## config.mk

```make
export PLATFORM = sky130hd
export DESIGN_NAME = gpmc_target_flat
export DESIGN_NICKNAME = d
export VERILOG_FILES = /design/src/rtl/gpmc_target_if.sv /design/src/rtl/gpmc_target.sv /design/src/flat_wrapper.sv
export SDC_FILE = /design/constraint.sdc
export NUM_CORES = 1
export LEC_CHECK = 0
export BUFFER_PORTS_ARGS = -buffer_cell sky130_fd_sc_hd__buf_2
export CORE_ASPECT_RATIO = 1.5
export CORE_UTILIZATION = 50
export DETAILED_ROUTE_END_ITERATION = 8
export PLACE_DENSITY = 0.79
export SLEW_MARGIN = 20
export SYNTH_ARGS = -nofsm -noshare
export SYNTH_HDL_FRONTEND = slang
export SYNTH_SLANG_ARGS = --single-unit
```

## constraint.sdc

```tcl
create_clock -name gpmc_clk -period 3.4 [get_ports gpmc_clk]
set_clock_uncertainty 0.2 [all_clocks]
set_input_delay 0 -clock gpmc_clk [delete_from_list [all_inputs] [get_ports gpmc_clk]]
set_output_delay 0 -clock gpmc_clk [all_outputs]
set_load 0.02 [all_outputs]
```

## src/rtl/gpmc_target_if.sv

```systemverilog
// rtl/gpmc_target_if.sv - muxed 16-bit GPMC pin bundle between host pins and the target
//
// Purpose: groups the GPMC address/data and control pins.
// The master side is the host or pin model. The slave side is gpmc_target.
// Signals:
//   gpmc_ad_in   16  AD bus sampled value
//   gpmc_ad_out  16  AD bus drive value
//   gpmc_ad_oe   1   AD bus output enable (the top level does the tristate)
//   gpmc_advn    1   address valid, active low
//   gpmc_csn     1   chip select, active low
//   gpmc_wein    1   write enable, active low
//   gpmc_oen     1   output enable, active low
interface gpmc_target_if;
  logic [15:0] gpmc_ad_in;
  logic [15:0] gpmc_ad_out;
  logic        gpmc_ad_oe;
  logic        gpmc_advn;
  logic        gpmc_csn;
  logic        gpmc_wein;
  logic        gpmc_oen;

  modport master (
    output gpmc_ad_in, gpmc_advn, gpmc_csn, gpmc_wein, gpmc_oen,
    input  gpmc_ad_out, gpmc_ad_oe
  );

  modport slave (
    input  gpmc_ad_in, gpmc_advn, gpmc_csn, gpmc_wein, gpmc_oen,
    output gpmc_ad_out, gpmc_ad_oe
  );
endinterface

```

## src/rtl/gpmc_target.sv

```systemverilog
// rtl/gpmc_target.sv - GPMC muxed-bus responder issuing register strobes and pixel FIFO pushes
//
// Purpose: decodes GPMC address and data phases in the gpmc_clk domain.
// It issues one-cycle register read and write strobes.
// Writes that fall in the pixel window go to the pixel FIFO instead of the register file.
// The optional macro GPMC_TARGET_BURST_EN enables burst data phases with an auto-incremented address.
// Ports:
//   gpmc_clk     in   bus clock, rising edge
//   gpmc_resetn  in   async active-low reset
//   bus          slave modport of gpmc_target_if (AD bus, advn, csn, wein, oen, ad_oe)
//   reg_addr     out  latched word address
//   reg_wr_en    out  one-cycle register write strobe
//   reg_wr_data  out  write data, valid with reg_wr_en / fifo_wr_en
//   reg_rd_en    out  one-cycle register read strobe
//   reg_rd_data  in   read data, valid RD_LAT cycles after reg_rd_en
//   fifo_wr_en   out  one-cycle pixel FIFO push
//   fifo_full    in   pixel FIFO full
//   drop_cnt     out  saturating count of pushes dropped on fifo_full
module gpmc_target #(
  parameter int                ADDR_W    = 16,
  parameter int                RD_LAT    = 1,
  parameter logic [ADDR_W-1:0] FIFO_BASE = ADDR_W'(16'h0800),
  parameter logic [ADDR_W-1:0] FIFO_MASK = ADDR_W'(16'hF800)
) (
  input  logic              gpmc_clk,
  input  logic              gpmc_resetn,
  gpmc_target_if.slave      bus,
  output logic [ADDR_W-1:0] reg_addr,
  output logic              reg_wr_en,
  output logic [15:0]       reg_wr_data,
  output logic              reg_rd_en,
  input  logic [15:0]       reg_rd_data,
  output logic              fifo_wr_en,
  input  logic              fifo_full,
  output logic [7:0]        drop_cnt
);

  typedef enum logic [2:0] {
    S_IDLE    = 3'd0,
    S_ADDR    = 3'd1,
    S_WRITE   = 3'd2,
    S_READ    = 3'd3,
    S_WAIT_CS = 3'd4
  } state_t;

  state_t state, state_d;

  logic              csn, advn, wein, oen;
  logic [15:0]       ad_in;

  logic [15:0]       cap_data;   // data word captured on the bus, waiting for its strobe
  logic              pend;       // a captured word still owes its strobe
  logic [15:0]       rd_hold;    // value driven onto the AD bus during reads
  logic              ad_oe_q;
  logic [RD_LAT-1:0] rd_pipe;    // tracks reg_rd_en until reg_rd_data is valid

  logic              addr_cap, data_cap, wr_fire, rd_fire, rd_zero, addr_inc, oe_d;
  logic [ADDR_W-1:0] addr_plus, wr_addr;
  logic              window_hit;

`ifdef GPMC_TARGET_BURST_EN
  logic              first;      // next write strobe uses the latched address unchanged
`endif

  assign csn   = bus.gpmc_csn;
  assign advn  = bus.gpmc_advn;
  assign wein  = bus.gpmc_wein;
  assign oen   = bus.gpmc_oen;
  assign ad_in = bus.gpmc_ad_in;

  assign bus.gpmc_ad_out = rd_hold;
  assign bus.gpmc_ad_oe  = ad_oe_q;

  function automatic logic in_window(input logic [ADDR_W-1:0] a);
    return (a & FIFO_MASK) == FIFO_BASE;
  endfunction

  assign addr_plus  = reg_addr + ADDR_W'(1);
  // Burst strobes after the first one target the following word.
  assign wr_addr    = addr_inc ? addr_plus : reg_addr;
  assign window_hit = in_window(wr_addr);

  // State register
  always_ff @(posedge gpmc_clk or negedge gpmc_resetn) begin
    if (!gpmc_resetn) state <= S_IDLE;
    else              state <= state_d;
  end

  // Next-state logic; csn high returns to IDLE from anywhere
  always_comb begin
    state_d = state;
    if (csn) begin
      state_d = S_IDLE;
    end else begin
      case (state)
        S_IDLE:    if (!advn) state_d = S_ADDR;
        S_ADDR: begin
          if (advn) begin
            if (!wein)     state_d = S_WRITE;
            else if (!oen) state_d = S_READ;
          end
        end
`ifdef GPMC_TARGET_BURST_EN
        S_WRITE:   state_d = S_WRITE;
        S_READ:    state_d = S_READ;
`else
        S_WRITE:   state_d = S_WAIT_CS;
        S_READ:    if (oen) state_d = S_WAIT_CS;
`endif
        S_WAIT_CS: state_d = S_WAIT_CS;
        default:   state_d = S_IDLE;
      endcase
    end
  end

  // Per-edge control decode driving the datapath registers below
  always_comb begin
    addr_cap = 1'b0;
    data_cap = 1'b0;
    wr_fire  = 1'b0;
    rd_fire  = 1'b0;
    rd_zero  = 1'b0;
    addr_inc = 1'b0;
    oe_d     = 1'b0;
    if (!csn) begin
      case (state)
        S_IDLE: addr_cap = !advn;
        S_ADDR: begin
          if (!advn) begin
            addr_cap = 1'b1;
          end else if (!wein) begin
            // When wein and oen are both low, the write wins.
            data_cap = 1'b1;
          end else if (!oen) begin
            oe_d = 1'b1;
            // Pixel window reads return zero without disturbing the register file.
            if (in_window(reg_addr)) rd_zero = 1'b1;
            else                     rd_fire = 1'b1;
          end
        end
        S_WRITE: begin
          wr_fire = pend;
`ifdef GPMC_TARGET_BURST_EN
          data_cap = !wein;
          addr_inc = pend && !first;
`endif
        end
        S_READ: begin
          oe_d = !oen;
`ifdef GPMC_TARGET_BURST_EN
          // On the end of each oen pulse, prefetch the next word for the following pulse.
          if (oen && ad_oe_q) begin
            addr_inc = 1'b1;
            if (in_window(addr_plus)) rd_zero = 1'b1;
            else                      rd_fire = 1'b1;
          end
`endif
        end
        default: ;
      endcase
    end
  end

  // Datapath and strobe registers
  always_ff @(posedge gpmc_clk or negedge gpmc_resetn) begin
    if (!gpmc_resetn) begin
      reg_addr    <= '0;
      reg_wr_en   <= 1'b0;
      reg_wr_data <= '0;
      reg_rd_en   <= 1'b0;
      fifo_wr_en  <= 1'b0;
      drop_cnt    <= '0;
      cap_data    <= '0;
      pend        <= 1'b0;
      rd_hold     <= '0;
      ad_oe_q     <= 1'b0;
      rd_pipe     <= '0;
`ifdef GPMC_TARGET_BURST_EN
      first       <= 1'b0;
`endif
    end else begin
      reg_wr_en  <= 1'b0;
      fifo_wr_en <= 1'b0;
      reg_rd_en  <= rd_fire;
      ad_oe_q    <= oe_d;

      if (csn) rd_pipe <= '0;
      else     rd_pipe <= RD_LAT'({rd_pipe, reg_rd_en});

      if (addr_cap)      reg_addr <= ADDR_W'(ad_in);
      else if (addr_inc) reg_addr <= addr_plus;

      if (data_cap) cap_data <= ad_in;

      if (data_cap)            pend <= 1'b1;
      else if (wr_fire || csn) pend <= 1'b0;

`ifdef GPMC_TARGET_BURST_EN
      if (state == S_ADDR) first <= 1'b1;
      else if (wr_fire)    first <= 1'b0;
`endif

      if (wr_fire) begin
        reg_wr_data <= cap_data;
        if (window_hit) begin
          if (fifo_full) begin
            if (drop_cnt != 8'hFF) drop_cnt <= drop_cnt + 8'd1;
          end else begin
            fifo_wr_en <= 1'b1;
          end
        end else begin
          reg_wr_en <= 1'b1;
        end
      end

      if (rd_pipe[RD_LAT-1]) rd_hold <= reg_rd_data;
      else if (rd_zero)      rd_hold <= '0;
    end
  end

endmodule

```

## src/flat_wrapper.sv

```systemverilog
// flat-port wrapper written by rule: the top's interface ports become plain ports
module gpmc_target_flat 
#(
  parameter int                ADDR_W    = 16,
  parameter int                RD_LAT    = 1,
  parameter logic [ADDR_W-1:0] FIFO_BASE = ADDR_W'(16'h0800),
  parameter logic [ADDR_W-1:0] FIFO_MASK = ADDR_W'(16'hF800)
)
  (gpmc_clk, gpmc_resetn, reg_addr, reg_wr_en, reg_wr_data, reg_rd_en, reg_rd_data, fifo_wr_en, fifo_full, drop_cnt, bus_gpmc_ad_in, bus_gpmc_advn, bus_gpmc_csn, bus_gpmc_wein, bus_gpmc_oen, bus_gpmc_ad_out, bus_gpmc_ad_oe);
  gpmc_target_if bus_i ();
  input  logic gpmc_clk;
  input  logic gpmc_resetn;
  output logic [ADDR_W-1:0] reg_addr;
  output logic reg_wr_en;
  output logic [15:0] reg_wr_data;
  output logic reg_rd_en;
  input  logic [15:0] reg_rd_data;
  output logic fifo_wr_en;
  input  logic fifo_full;
  output logic [7:0] drop_cnt;
  input wire logic [$bits(bus_i.gpmc_ad_in)-1:0] bus_gpmc_ad_in;
  input wire logic [$bits(bus_i.gpmc_advn)-1:0] bus_gpmc_advn;
  input wire logic [$bits(bus_i.gpmc_csn)-1:0] bus_gpmc_csn;
  input wire logic [$bits(bus_i.gpmc_wein)-1:0] bus_gpmc_wein;
  input wire logic [$bits(bus_i.gpmc_oen)-1:0] bus_gpmc_oen;
  output wire logic [$bits(bus_i.gpmc_ad_out)-1:0] bus_gpmc_ad_out;
  output wire logic [$bits(bus_i.gpmc_ad_oe)-1:0] bus_gpmc_ad_oe;
  assign bus_i.gpmc_ad_in = bus_gpmc_ad_in;
  assign bus_i.gpmc_advn = bus_gpmc_advn;
  assign bus_i.gpmc_csn = bus_gpmc_csn;
  assign bus_i.gpmc_wein = bus_gpmc_wein;
  assign bus_i.gpmc_oen = bus_gpmc_oen;
  assign bus_gpmc_ad_out = bus_i.gpmc_ad_out;
  assign bus_gpmc_ad_oe = bus_i.gpmc_ad_oe;
  gpmc_target #(.ADDR_W(ADDR_W), .RD_LAT(RD_LAT), .FIFO_BASE(FIFO_BASE), .FIFO_MASK(FIFO_MASK)) u_core (.gpmc_clk(gpmc_clk), .gpmc_resetn(gpmc_resetn), .bus(bus_i), .reg_addr(reg_addr), .reg_wr_en(reg_wr_en), .reg_wr_data(reg_wr_data), .reg_rd_en(reg_rd_en), .reg_rd_data(reg_rd_data), .fifo_wr_en(fifo_wr_en), .fifo_full(fifo_full), .drop_cnt(drop_cnt));
endmodule
```

### Word level (Yosys, flattened, before mapping)

Index checks and enable logic that the tools add are counted.
W data, S select, Z words.

| cells by class | value |
|---|---|
| add/sub/neg operators | 1 |
| equal/unequal tests | 10 |
| mux-type cells | 42 |
| reductions and logical operators | 9 |

Operators with widths:

| kind | number |
|---|---|
| $mux W16 | 2 |
| $mux W1 | 31 |
| $mux W3 | 6 |
| $pmux W3 S4 | 1 |
| $ne A3 B3 Y1 const B | 3 |
| $add A8 B1 Y8 const B | 1 |
| $ne A8 B8 Y1 const B | 1 |
| $reduce_and A4 Y1 | 2 |
| $eq A3 B2 Y1 const B | 2 |
| $eq A5 B1 Y1 const B | 1 |
| $ne A4 B4 Y1 const B | 1 |
| $pmux W1 S2 | 2 |
| $reduce_bool A2 Y1 | 2 |
| $eq A3 B1 Y1 const B | 1 |
| $eq A3 B3 Y1 const B | 1 |
| $logic_not A3 Y1 | 1 |
| $logic_not A1 Y1 | 2 |
| $reduce_or A2 Y1 | 1 |
| $logic_or A1 B1 Y1 | 1 |

| storage, ports and cells | value |
|---|---|
| flip-flop bits (word level) | 81 |
| input port bits | 39 |
| output and inout bits | 60 |
| word-level logic and storage cells | 74 |

### Longest topological paths before layout

Gate-level depths: netlist of run 1.

| depth | value |
|---|---|
| depth after elaboration | 9 |
| mapped depth | 6 |
| depth with buffers taken out | 5 |

### Worst setup path after synthesis of run 1

OpenSTA, ideal clock, no wires.

| timing path | value |
|---|---|
| path kind | reg-to-reg |
| start point | register u_core.reg_addr[14] |
| end point | register u_core.drop_cnt[6] |
| library setup time | 0.125 ns |
| arrival | 1.754 ns |
| data required time | 3.075 ns |
| path slack | 1.321 ns |
| stages on the path, launching flop included | 5 |
| buffers on the path | 0 |
| period minus slack after synthesis | 2.079 ns |
| cells stage by stage | dfrtp_1 nor4b_1 nand4b_1 nor3_1 mux2_2 |

| between the ends | value |
|---|---|
| word-level cells in the longest chain between the ends | 2 |

Ends and longest elaborated chain:

| what | RTL line | text |
|---|---|---|
| from (decl) | gpmc_target.sv:28 | `output logic [ADDR_W-1:0] reg_addr,` |
| from (signal assigned) | gpmc_target.sv:190 | `if (addr_cap) reg_addr <= ADDR_W'(ad_in);` |
| from (signal assigned) | gpmc_target.sv:191 | `else if (addr_inc) reg_addr <= addr_plus;` |
| $eq A5 B1 Y1 | gpmc_target.sv:75 | `return (a & FIFO_MASK) == FIFO_BASE;` |
| $reduce_and A4 Y1 (no line) | n/a |  |
| to (signal assigned) | gpmc_target.sv:207 | `if (drop_cnt != 8'hFF) drop_cnt <= drop_cnt + 8'd1;` |
| to (decl) | gpmc_target.sv:35 | `output logic [7:0] drop_cnt` |

Every way passes these cells.
A chain may end at the register's enable or synchronous reset.

### Worst setup path in the final report of run 1

| timing path | value |
|---|---|
| start point | register u_core.reg_addr[14] |
| end point | register u_core.rd_hold[0] (netlist: u_core.bus.gpmc_ad_out[0]) |

| between the ends | value |
|---|---|
| word-level cells in the longest chain between the ends | 8 |

Ends and longest elaborated chain:

| what | RTL line | text |
|---|---|---|
| $eq A5 B1 Y1 | gpmc_target.sv:75 |  |
| $mux W1 | gpmc_target.sv:137 | `if (in_window(reg_addr)) rd_zero = 1'b1;` |
| $mux W1 | gpmc_target.sv:134 | `end else if (!oen) begin` |
| $mux W1 | gpmc_target.sv:131 | `end else if (!wein) begin` |
| $mux W1 | gpmc_target.sv:129 | `if (!advn) begin` |
| $mux W1 | gpmc_target.sv:126 | `case (state)` |
| $mux W1 | gpmc_target.sv:125 | `if (!csn) begin` |
| $reduce_bool A2 Y1 (no line) | n/a |  |
| to (signal assigned) | gpmc_target.sv:216 | `if (rd_pipe[RD_LAT-1]) rd_hold <= reg_rd_data;` |
| to (decl) | gpmc_target.sv:53 | `logic [15:0] rd_hold;` |

Every way passes these cells.

==> results by group, run 1 <==
Status
  • Status: completed

Logic synthesis
  • Post-synth ARST share: 100.0%
  • Commonest register cell after synthesis: dfrtp_1
  • Ys Warns: 0
  • Area share of the largest cell type after synthesis: 61.93%
  • Seq cells post-synth: 81
  • Synth Cell Area: 3273 sq um
  • Syn_nets: 270
  • Top cells by area, synth: dfrtp_1, mux2_2, mux2i_1
  • Seq/Total Area, Yosys: 61.93%
  • Syn_area_per_cell: 14.23 sq um
  • Post-synth EDFFs: 0
  • Top cell type by total area after synthesis: dfrtp_1
  • Synth Instances: 230
  • Distinct cell type count after synthesis: 35

Critical path
  • CP arrival: 2.85 ns
  • Slowest CP cell: nor4b_1
  • Crit-path cells: nor4b_1 > nand2_1 > nor3_4 > nor2_1 > dlygate4sd3_1
  • FF-to-FF End: u_core.bus.gpmc_ad_out[0]
  • CP Depth: 5
  • Reg2reg start: u_core.reg_addr[14]
  • Worst setup SP type: flip-flop
  • Worst-case reg-to-reg path depth: 5
  • Setup CP Type: reg -> reg
  • Worst setup EP type: flip-flop
  • Worst Setup SP: u_core.reg_addr[14]
  • Reg2reg setup slack: 0.57 ns
  • End of the critical path: u_core.bus.gpmc_ad_out[0]
  • Worst endpoint required time: 3.42 ns
  • Cell family with most CP delay: simple AND/OR/NAND/NOR gates
  • Worst path bufs/invs: 1
  • Max stage delay on crit path: 0.60 ns
  • Worst Path Max Fanout: 16

Route
  • DR pass1 iterations: 4
  • Routed wire length: 7638 microns
  • DR vias: 2369
  • Vias/cell: 5.128
  • Remaining DRCs: 0
  • DRT iter0 DRCs: 144
  • Wire per inst: 16.53 microns
  • Final ANT Viol Nets: 0

Clock tree
  • Resized Gates After CTS: 0
  • CTS tree: built
  • Clock latency on the worst-skew pair: 0.34 ns
  • Root buf cell: clkbuf_8
  • Clock buffer count from CTS: 9
  • H-tree levels: 3
  • Clock-pin slew on the worst setup and hold paths: 0.09 ns
  • Number of clock sinks: 81
  • Max Buffers Root-to-Sink: 2

Place
  • IO buf count: 98
  • Worst slack, placed: 0.9474 ns
  • Placed cells: 394
  • Hpwl dp: 4344 microns
  • Dpl cell area: 3804 sq um
  • RePlAce Congestion: 0.7399

Timing
  • Final worst slack: 0.5705 ns
  • Worst hold slack: 0.03103 ns
  • Maximum clock frequency: 0.3534 GHz
  • RSZ-0062 raised after global routing: no
  • Slew Viols, Final: 0
  • Rel. slew slack: 38.87%
  • Finish-stage setup viols: 0
  • Actual slew at the worst max-slew pin: 0.9170 ns
  • Minimum clock period: 2.830 ns
  • Setup TNS: 0 ns
  • Fin crit share: 83.22%
  • Final Hold Fails: 0

Cells and area
  • Final Instance Area: 4532 sq um
  • Final Util: 72.88%
  • # diodes: 0
  • Fillers: 429
  • Final #Nets: 425
  • Layout area overhead: 38.46%
  • Layout cells sized above 1: 42.01%
  • Final Instance Count excl. Fillers: 462

Power and ir drop
  • VDD IR max: 0.0003749 V
  • Power, Total: 2.177 mW
  • P_leak: 2.388 nW
  • Power density over the cells: 480.3 nW/um^2

Floorplan
  • Die width: 68.06 microns
  • I/O pins: 99
  • Initial Util: 52.64%
  • Die Y: 101.1 microns
  • Die area: 6880 sq um
  • Area of the core: 6218 sq um
  • Rows: 35

Global route
  • First-pass GRT wire length: 11900 microns
  • Gr ovfl total: 0
  • Number of global-route vias before repair: 2515
  • Gr usage total: 24.27%
  • Pin count of the biggest net entering global routing: 82
  • Initial antenna violation count: 0

Run
  • Max_cap viols: 0

Worst hold path
  • HP Class: in -> async
[cell families after synthesis]
kind of cell	synth area share [%]
flip-flops	61.93
AND/OR/NAND/NOR	9.213
multiplexers	22.78
AO/OA/AOI/OAI	1.453
adder cells (fa/ha/maj)	0.3822
XOR/XNOR	1.605
buffers and inverters	2.638
[worst min-delay path by stage]
stage	start	end	slack (ns)
after detailed placement	fifo_full	u_core.fifo_wr_en	-0.01
after global routing	gpmc_resetn	u_core.bus.gpmc_ad_out[13]	0.10
final	gpmc_resetn	u_core.bus.gpmc_ad_out[6]	0.03
after floorplan	gpmc_resetn	u_core.bus.gpmc_ad_oe	-0.50
after global placement	fifo_full	u_core.fifo_wr_en	-0.02
after CTS	fifo_full	u_core.fifo_wr_en	0.16
[area by class of cell]
type | instances | area (sq um) | area share (%)
Timing Repair Buffer | 153 | 1045 | 23.05
Inverter | 4 | 15.01 | 0.3313
Multi-Input combinational cell | 136 | 1169 | 25.79
Clock buffer | 11 | 141.4 | 3.120
Tap cell | 74 | 92.59 | 2.043
Sequential cell | 81 | 2027 | 44.73
Clock inverter | 3 | 42.54 | 0.9387
[cell usage after synthesis, drive strengths merged (2+ instances only)]
library cell	number
mux2	49
or3	4
xor2	6
mux2i	16
nand3	3
nand4	2
nor4	3
clkbuf	2
nor3	8
a21oi	2
nor2	21
nand2b	4
o21ai	3
inv	4
buf	7
dfrtp	81
nand2	4
[state kept, by name (all words and copies together) (netlist names), 3 cells and up]
register                count
u_core.state                3
u_core.reg_wr_data         16
u_core.bus.gpmc_ad_out     16
u_core.reg_addr            16
u_core.cap_data            16
u_core.drop_cnt             8
[power breakdown]
part	total, mW	internal, mW	switching [mW]
Clock	0.675	0.350	0.325
Sequential	1.13	1.07	0.0611
Combinational	0.370	0.196	0.173
[layout by cell type (no fill, tap or decap), types with 2 or more instances in the layout]
cell type and n:
nor2_1 21, nor3_1 7, nand4_1 2, clkbuf_8 10, or3_1 4, mux2_2 40
a21oi_1 2, nand2b_1 4, buf_2 97, o21ai_0 2, mux2i_1 16, dfrtp_1 81
inv_1 4, xor2_1 6, nand2_1 4, dlygate4sd3_1 54, nor4_1 2, mux2_4 9
nand3_1 3
[layer usage]
layer	wire length, microns	vias up	GRT usage (%)
li1	-	1110	-
met1	2957	1158	25.63
met2	4174	80	42.76
met3	280	21	4.638
met4	225	0	14.58
met5	0	-	0
[timing repair]
item,in CTS,in global routing
hold endpoints to repair,138,0
hold buffers,54,0
setup endpoints to repair,0,0
buffers inserted,0,0
No activity file was read; power rests on OpenSTA's default activity.
==> run 2, diff against run 1 <==
- clock period: 3.4 -> 2.75 ns (I/O delays scaled with it)
==> run 2 against run 1 <==
Maximum frequency grew 11%. Via count rose by 1.7%. Critical endpoint is now u_core.bus.gpmc_ad_out[2]. Critical path depth rose by 1. Sequential power grew 24%. Routed wire length fell by 2.3%. Final cell count rose by 0.87%. Clock power up 25%. Utilization up 1.1 points. Combinational power increased by 26%. Worst hold slack gained 0.15 ns. Worst setup slack lost 0.38 ns.
==> results by group, run 2 (synthesis gave the netlist of run 1 again) <==
Status
  • Status: completed

Critical path
  • Worst setup SP type: flip-flop
  • Worst Setup SP: u_core.state[2]
  • Reg2reg setup slack: 0.19 ns (-0.38 ns)
  • FF-to-FF End: u_core.bus.gpmc_ad_out[2]
  • CP arrival: 2.57 ns (-0.28 ns)
  • Worst setup EP type: flip-flop
  • Worst Path Max Fanout: 16 (unchanged)
  • Worst-case reg-to-reg path depth: 6 (+1)
  • Worst endpoint required time: 2.76 ns (-0.66 ns)
  • Setup CP Type: reg -> reg
  • Reg2reg start: u_core.state[2]
  • End of the critical path: u_core.bus.gpmc_ad_out[2]

Clock tree
  • Clock-pin slew on the worst setup and hold paths: 0.07 ns (-0.02 ns)
  • Clock buffer count from CTS: 9 (unchanged)
  • CTS tree: built
  • Clock latency on the worst-skew pair: 0.33 ns (about the same)
  • Max Buffers Root-to-Sink: 2 (unchanged)
  • H-tree levels: 3 (unchanged)
  • Number of clock sinks: 81 (unchanged)
  • Root buf cell: clkbuf_8
  • Resized Gates After CTS: 0 (unchanged)

Place
  • RePlAce Congestion: 0.7798 (+5.4%)
  • IO buf count: 98 (unchanged)
  • Placed cells: 398 (+1.0%)
  • Dpl cell area: 3846 sq um (+1.1%)
  • Hpwl dp: 4632 microns (+6.6%)
  • Worst slack, placed: 0.4936 ns (-0.4538 ns)

Timing
  • Minimum clock period: 2.560 ns (-0.2698 ns)
  • Actual slew at the worst max-slew pin: 0.4853 ns (-0.4317 ns)
  • Rel. slew slack: 67.19% (+28 points)
  • Final Hold Fails: 0 (unchanged)
  • Final worst slack: 0.1903 ns (-0.3802 ns)
  • Maximum clock frequency: 0.3907 GHz (+11%)
  • Setup TNS: 0 ns (unchanged)
  • Slew Viols, Final: 0 (unchanged)
  • Fin crit share: 93.08% (+9.9 points)
  • RSZ-0062 raised after global routing: no
  • Finish-stage setup viols: 0 (unchanged)

Route
  • DR vias: 2410 (+1.7%)
  • Final ANT Viol Nets: 0 (unchanged)
  • DRT iter0 DRCs: 108 (-25%)
  • Wire per inst: 16.02 microns (-3.1%)
  • Remaining DRCs: 0 (unchanged)
  • Vias/cell: 5.172 (+0.86%)
  • Routed wire length: 7464 microns (-2.3%)
  • DR pass1 iterations: 4 (unchanged)

Floorplan
  • I/O pins: 99 (unchanged)
  • Initial Util: 52.64% (unchanged)
  • Die width: 68.06 microns (unchanged)
  • Area of the core: 6218 sq um (unchanged)
  • Die area: 6880 sq um (unchanged)
  • Rows: 35 (unchanged)
  • Die Y: 101.1 microns (unchanged)

Global route
  • Pin count of the biggest net entering global routing: 82 (unchanged)
  • Gr ovfl total: 0 (unchanged)
  • Number of global-route vias before repair: 2489 (-1.0%)
  • First-pass GRT wire length: 11470 microns (-3.6%)
  • Initial antenna violation count: 0 (unchanged)
  • Gr usage total: 23.07% (-1.2 points)

Cells and area
  • Final Instance Area: 4599 sq um (+1.5%)
  • Layout cells sized above 1: 43.37% (+1.4 points)
  • Commonest non-fill, non-tap cell in the layout: buf_2
  • Layout area overhead: 40.52%
  • Final Util: 73.96% (+1.1 points)
  • Commonest non-fill, non-tap cells in the layout: buf_2, dfrtp_1, dlygate4sd3_1
  • Final #Nets: 428 (+0.71%)
  • Final Instance Count excl. Fillers: 466 (+0.87%)
  • # diodes: 0 (unchanged)
  • Seq. cell area: 2027 sq um (unchanged)
  • Multi-input logic area: 1169 sq um (unchanged)
  • Fillers: 394 (-8.2%)

Power and ir drop
  • VDD IR max: 0.0003689 V (-1.6%)
  • Power density over the cells: 589.2 nW/um^2 (+23%)
  • P_leak: 2.415 nW (+1.2%)

Run
  • Max_cap viols: 0 (unchanged)

Worst hold path
  • HP Class: in -> reg
-- run 2: cell count changes in the layout (fill, tap and decap cells not counted), sizes merged --
cell         before  now
buf              99  105
clkinvlp          1    0
clkbuf           11   12
dlygate4sd3      54   51
clkinv            1    2
-- run 2: power breakdown --
part	total, mW	internal, mW	switching (mW)
combinational	0.466	0.247	0.220
sequential	1.40	1.32	0.0743
clock	0.846	0.462	0.384
total	2.71	2.03	0.678
-- run 2: worst min path at each step --
| stage | depth (start not counted) | start | slack [ns] | to |
|---|---|---|---|---|
| after floorplan | 0 | gpmc_resetn | -0.50 | u_core.bus.gpmc_ad_oe |
| after global placement | 2 | fifo_full | -0.007 | u_core.fifo_wr_en |
| after detailed placement | 2 | fifo_full | -0.005 | u_core.fifo_wr_en |
| after CTS | 3 | fifo_full | 0.15 | u_core.fifo_wr_en |
| after global routing | 3 | fifo_full | 0.18 | u_core.fifo_wr_en |
| final | 3 | fifo_full | 0.19 | u_core.fifo_wr_en |
-- run 2: repair_timing --
action,CTS,global route
endpoints found under the setup margin,0,10
buffers inserted,0,1
hold buffers,50,1
hold endpoints to repair,139,18
-- run 2: cell type report --
cell class / instances / share of cell area, %
clock inverter: 3 / 0.8705
clock buffer: 12 / 3.373
inverter: 4 / 0.3264
multi-input combinational: 136 / 25.41
sequential: 81 / 44.07
tap: 74 / 2.013
timing repair buffer: 156 / 23.94
-- run 2: critical path: stages, from the launching register on --
cell	delay, ns
dfrtp_1	0.46
or3b_1	0.41
or3_1	0.36
nor3_4	0.23
buf_12	0.17
nor2_1	0.05
dlygate4sd3_1	0.56
-- run 2: stage by stage --
stage	hold slack, ns	power [mW]
6_report	0.1851	2.710
5_1_grt	0.1758	2.829
4_1_cts	0.1549	2.727
3_5_place_dp	-0.005239	1.820
3_3_place_gp	-0.006901	1.794
2_1_floorplan	-0.4956	1.649
-- run 2: routing by layer --
metal / wire (microns) / vias up / global-route usage (%)
met3: 324 / 20 / 5.090
li1: - / 1117 / -
met5: 0 / - / 0
met1: 2799 / 1193 / 25.71
met2: 4109 / 80 / 39.59
met4: 230 / 0 / 12.34
